`src/rtl/mux4_rr_stream_if.sv`:
```
// Stream bundle between four producers, one consumer and the round-robin merge.
// The master modport is the environment side; the slave modport is the mux.
interface mux4_rr_stream_if #(
  parameter int WIDTH = 8
);
  logic [3:0]       in_valid;
  logic [3:0]       in_ready;
  logic [WIDTH-1:0] in_data0;
  logic [WIDTH-1:0] in_data1;
  logic [WIDTH-1:0] in_data2;
  logic [WIDTH-1:0] in_data3;
  logic             out_valid;
  logic             out_ready;
  logic [WIDTH-1:0] out_data;
  logic [1:0]       out_sel;

  modport master (
    output in_valid, in_data0, in_data1, in_data2, in_data3, out_ready,
    input  in_ready, out_valid, out_data, out_sel
  );

  modport slave (
    input  in_valid, in_data0, in_data1, in_data2, in_data3, out_ready,
    output in_ready, out_valid, out_data, out_sel
  );
endinterface

```
`src/rtl/mux4_rr_stream.sv`:
```
// 4-to-1 round-robin stream merge with a registered, channel-tagged output word.
// The output register drains and reloads in the same edge for full throughput.
module mux4_rr_stream #(
  parameter int WIDTH = 8
) (
  input  logic               clk,
  input  logic               rst,
  mux4_rr_stream_if.slave    bus
);

  localparam logic [0:0] EMPTY = 1'b0;
  localparam logic [0:0] FULL  = 1'b1;

  logic [0:0]       state_q, state_d;
  logic [1:0]       last_q, last_d;
  logic [WIDTH-1:0] data_q, data_d;
  logic [1:0]       sel_q, sel_d;

  logic             load_en;
  logic             grant_valid;
  logic [1:0]       grant;
  logic [3:0]       in_ready;
  logic [WIDTH-1:0] grant_data;

  assign load_en = (state_q == EMPTY) || bus.out_ready;

  // Search starts just after the previous winner, so last_q itself is tried last.
  always_comb begin
    logic [1:0] idx;
    grant_valid = 1'b0;
    grant       = 2'd0;
    idx         = 2'd0;
    for (int k = 1; k <= 4; k++) begin
      idx = last_q + 2'(k);
      if (!grant_valid && bus.in_valid[idx]) begin
        grant_valid = 1'b1;
        grant       = idx;
      end
    end
  end

  always_comb begin
    in_ready = 4'b0000;
    if (load_en && grant_valid && !rst) begin
      in_ready = 4'b0001 << grant;
    end
  end

  always_comb begin
    case (grant)
      2'd0:    grant_data = bus.in_data0;
      2'd1:    grant_data = bus.in_data1;
      2'd2:    grant_data = bus.in_data2;
      default: grant_data = bus.in_data3;
    endcase
  end

  always_comb begin
    state_d = state_q;
    last_d  = last_q;
    data_d  = data_q;
    sel_d   = sel_q;
    if (load_en) begin
      if (grant_valid) begin
        state_d = FULL;
        last_d  = grant;
        data_d  = grant_data;
        sel_d   = grant;
      end else begin
        state_d = EMPTY;
      end
    end
  end

  // last resets to 3 so channel 0 is searched first.
  always_ff @(posedge clk) begin
    if (rst) begin
      state_q <= EMPTY;
      last_q  <= 2'd3;
      data_q  <= '0;
      sel_q   <= 2'd0;
    end else begin
      state_q <= state_d;
      last_q  <= last_d;
      data_q  <= data_d;
      sel_q   <= sel_d;
    end
  end

  assign bus.in_ready  = in_ready;
  assign bus.out_valid = (state_q == FULL);
  assign bus.out_data  = data_q;
  assign bus.out_sel   = sel_q;

endmodule

```
`src/flat_wrapper.sv`:
```
// flat-port wrapper written by rule: the top's interface ports become plain ports
module mux4_rr_stream_flat 
#(
  parameter int WIDTH = 8
)
  (clk, rst, bus_in_valid, bus_in_data0, bus_in_data1, bus_in_data2, bus_in_data3, bus_out_ready, bus_in_ready, bus_out_valid, bus_out_data, bus_out_sel);
  mux4_rr_stream_if #(.WIDTH(WIDTH)) bus_i ();
  input  logic clk;
  input  logic rst;
  input wire logic [$bits(bus_i.in_valid)-1:0] bus_in_valid;
  input wire logic [$bits(bus_i.in_data0)-1:0] bus_in_data0;
  input wire logic [$bits(bus_i.in_data1)-1:0] bus_in_data1;
  input wire logic [$bits(bus_i.in_data2)-1:0] bus_in_data2;
  input wire logic [$bits(bus_i.in_data3)-1:0] bus_in_data3;
  input wire logic [$bits(bus_i.out_ready)-1:0] bus_out_ready;
  output wire logic [$bits(bus_i.in_ready)-1:0] bus_in_ready;
  output wire logic [$bits(bus_i.out_valid)-1:0] bus_out_valid;
  output wire logic [$bits(bus_i.out_data)-1:0] bus_out_data;
  output wire logic [$bits(bus_i.out_sel)-1:0] bus_out_sel;
  assign bus_i.in_valid = bus_in_valid;
  assign bus_i.in_data0 = bus_in_data0;
  assign bus_i.in_data1 = bus_in_data1;
  assign bus_i.in_data2 = bus_in_data2;
  assign bus_i.in_data3 = bus_in_data3;
  assign bus_i.out_ready = bus_out_ready;
  assign bus_in_ready = bus_i.in_ready;
  assign bus_out_valid = bus_i.out_valid;
  assign bus_out_data = bus_i.out_data;
  assign bus_out_sel = bus_i.out_sel;
  mux4_rr_stream #(.WIDTH(WIDTH)) u_core (.clk(clk), .rst(rst), .bus(bus_i));
endmodule
```
`config.mk`:
```
export PLATFORM = sky130hd
export DESIGN_NAME = mux4_rr_stream_flat
export DESIGN_NICKNAME = d
export VERILOG_FILES = /design/src/rtl/mux4_rr_stream_if.sv /design/src/rtl/mux4_rr_stream.sv /design/src/flat_wrapper.sv
export SDC_FILE = /design/constraint.sdc
export NUM_CORES = 1
export LEC_CHECK = 0
export ABC_AREA = 0
export CORE_MARGIN = 5
export CORE_UTILIZATION = 37
export CTS_CLUSTER_DIAMETER = 50
export DETAILED_ROUTE_END_ITERATION = 6
export GPL_TIMING_DRIVEN = 0
export PLACE_DENSITY = 0.91
export SLEW_MARGIN = 20
export SYNTH_ARGS = -nofsm -noshare
export SYNTH_HDL_FRONTEND = slang
export SYNTH_SLANG_ARGS = --single-unit
```
`constraint.sdc`:
```
create_clock -name clk -period 2.1 [get_ports clk]
set_input_delay 0.42 -clock clk [delete_from_list [all_inputs] [get_ports clk]]
set_output_delay 0.42 -clock clk [all_outputs]
set_load 0.1 [all_outputs]
```
==> summary.md <==
| Metric | Value |
|---|---|
| Status | finished, violations left |
| Failing checks | setup timing |
| PortBufs | 53 |
| Yosys warning count | 0 |
| Global-route wire length before repair | 4.55 mm |
| Routed vias/inst | 5.19 |
| Final core occ | 0.724 |
| Met2 usage | 0.292 |
| Primary FF master, synth | dfxtp_1 |
| Clock Latency Late Sink | 0.27 ns |
| Type of the worst setup path | flip-flop to primary output |
| #FFs+latches synth | 13 |
| Initial antenna violation count | 0 |
| Syn_area_per_cell | 10.0 um^2 |
| Compound-gate portion of the synthesized area | 0.211 |
| Mapped Cells | 89 |
| CTS tree | built |
| Layout Cells excl Fill | 182 |
| Rel. slew slack | 0.350 |
| Final Hold Viols | 0 |
| Clk sink count | 13 |
| Top Ports | 54 |
| Largest family of logic cells by synthesized area | multiplexers |
| Placed Instances | 170 |
| Max Fclk | 459 MHz |
| Cell Chain, Critical Path | and2b_1 -> o221ai_2 -> buf_6 -> or3_4 -> nor2b_4 -> buf_12 |
| Setup ws final | -0.0805 ns |
| # hold bufs at CTS | 0 |
| Crit path capture type | primary output |
| DRC errors left | 0 |
| Final Setup Violations | 4 |
| Clock Path Buffers | 2 |
| Worst-path fanout max | 3 |
| Clock-pin slew on the worst setup and hold paths | 0.08 ns |
| Number of global-route vias before repair | 983 |
| Std cell rows | 17 |
| Worst vdd ir | 414 uV |
| Post-route cell area | 1630 um^2 |
| Leakage power | 0.759 nW |
| Slowest stage delay, CP | 0.36 ns |
| Final clock period utilization by the worst path | 1.04 |
| Area leader, netlist | dfxtp_1 |
| Overall Global Routing Usage | 0.171 |
| Syn-to-layout area delta | 83.4% |
| Antenna diodes | 0 |
| H-tree Lvls | 1 |
| DR pass1 iterations | 4 |
| CP bufs+invs | 2 |
| Max_cap viols | 0 |
| Commonest cells post-synth | mux2i_1, dfxtp_1, nor2b_1, a22o_1, nor2_1 |
| Crit path DAT | 1.76 ns |
| Setup Skew | 0.00367 ns |
| Top post-synthesis cells by area | dfxtp_1, mux2i_1, nor2b_1 |
| Post-DP HPWL | 2.13 mm |
| Largest net degree at the start of global routing | 11 |
| Die W | 59.0 um |
| Crit path required time | 1.68 ns |
| Critical path's top delay family | simple AND/OR/NAND/NOR gates |
| Number of CTS-inserted buffers | 3 |
| Fin crit period | 2.18 ns |
| Core Area | 2250 um^2 |
| Starting density of the core | 0.395 |
| Synthesized area | 890 um^2 |
| M3 GR Usage | 0.0523 |
| Layout cell share with drive strength beyond 1 | 0.253 |
| Nets | 194 |
| Total Neg Setup Slack | -0.176 ns |
| Post-DRT Antenna Nets | 0 |
| Number of library cell types mapped by synthesis | 25 |
| Post-synthesis mux area share | 0.270 |
| Synth top area share | 0.293 |
| Synth Net Count | 128 |
| Top-count cell post-synth | mux2i_1 |
| Die footprint | 3490 um^2 |
| Cell area power density | 655 nW/um^2 |
| Simple-Gate Fraction of Synth Area | 0.179 |
| Slowest-stage cell, CP | or3_4 |
| Routed WL per cell | 15.5 um |
| Dpl cell area | 1490 um^2 |
| Ys async rst share | 0 |
| Die Ht | 59.0 um |
| DR vias | 945 |
| Unrepaired setup endpoints after global routing | yes |
| Sequential share of the synthesized area | 0.293 |
| Met1 Use GR | 0.202 |
| GR Overflow Total | 0 |
| Worst-Margin Slew | 0.979 ns |
| RD Place Congestion | 0.840 |
| Setup crit start kind | flip-flop |
| Final slew viol count | 0 |
| Hold Path Class | flip-flop to flip-flop |
| CTS root buf | clkbuf_4 |
| Xor/xnor share of the synthesized area | 0 |
| Initial drt markers | 8 |
| Total detailed-routing wirelength | 2.82 mm |
| Total power | 1.07 mW |
| GRT busiest layer | met2 |
| Post-synth EDFFs | 0 |
| Adder-cell share of the synthesized area | 0 |
worst reg2reg max path, stage by stage, from the launching register on:
cell      delay [ns]
dfxtp_2         0.34
and2b_1         0.20
o221ai_2        0.19
buf_6           0.14
buf_4           0.21
mux2i_1         0.23
mux2i_1         0.10
a22o_1          0.23
path summary, 6_finish.rpt:
path	slack, ns	endpoint	cells past startpoint	startpoint
worst max-delay path	-0.08	bus_in_ready[3]	6	u_core.last_q[0]$_SDFFE_PP1N_
worst min-delay path	0.49	u_core.bus.out_sel[1]$_SDFFE_PP0N_	2	u_core.bus.out_sel[1]$_SDFFE_PP0N_
worst max register to register	0.37	u_core.bus.out_data[7]$_SDFFE_PP0N_	7	u_core.last_q[0]$_SDFFE_PP1N_
worst min register to register	0.49	u_core.bus.out_sel[1]$_SDFFE_PP0N_	2	u_core.bus.out_sel[1]$_SDFFE_PP0N_
layout make-up:
cell class / count / area, um^2
Multi-Input combinational cell: 71 / 646
Tap cell: 28 / 35.0
Buffer: 4 / 41.3
Clock buffer: 4 / 26.3
Fill cell: 186 / 623
Timing Repair Buffer: 62 / 619
Sequential cell: 13 / 264
per-stage QoR:
step	setup WS (ns)	hold slack, ns
after floorplan	-0.0771	0.476
after global placement	-1.46	0.486
after detailed placement	-1.50	0.495
after CTS	-0.136	0.506
after global routing	-0.142	0.536
final	-0.0805	0.492
cells in the final DEF, fill, tap and decap left out, types with 2 or more instances in the layout:
cell type	Yosys	layout
dfxtp_1	13	10
buf_6	3	2
clkdlybuf4s15_2	0	2
dlygate4sd2_1	0	11
dfxtp_2	0	3
nand2b_1	3	2
mux2i_1	24	24
a22o_1	8	8
buf_12	0	4
buf_4	0	9
nor2_4	0	3
clkdlybuf4s50_1	0	33
clkbuf_4	0	3
nor2_1	8	5
buf_2	1	3
nor2b_1	12	11
metal layers:
metal	up-vias	share of wire
met5	-	0
met4	0	0.015
met3	8	0.090
met2	50	0.48
met1	426	0.42
li1	461	-
power breakdown:
group / internal [mW] / leakage, nW / total, mW / switching, mW
clock network: 0.0737 / 0.0150 / 0.154 / 0.0805
logic: 0.244 / 0.637 / 0.618 / 0.374
registers: 0.277 / 0.108 / 0.296 / 0.0191
logic make-up (layout without fill, tap and decap cells):
group | Yosys count | count (layout)
and+or+nand+nor | 29 | 29
muxes | 24 | 24
AOI/OAI and AO/OA | 18 | 18
DFF | 13 | 13
buffers and inverters | 5 | 70
repair_timing:
item                                    4_1_cts  5_1_grt
setup buffers                                 9        0
endpoints found under the setup margin       15        4
resized for setup                            69        3
pin swaps                                     6        3
flip-flops by register name, indices dropped and copies added (netlist names):
name,cells
u_core.bus.out_valid,1
u_core.bus.out_sel,2
u_core.bus.out_data,8
u_core.last_q,2
Power figures use the tool's default switching activity.
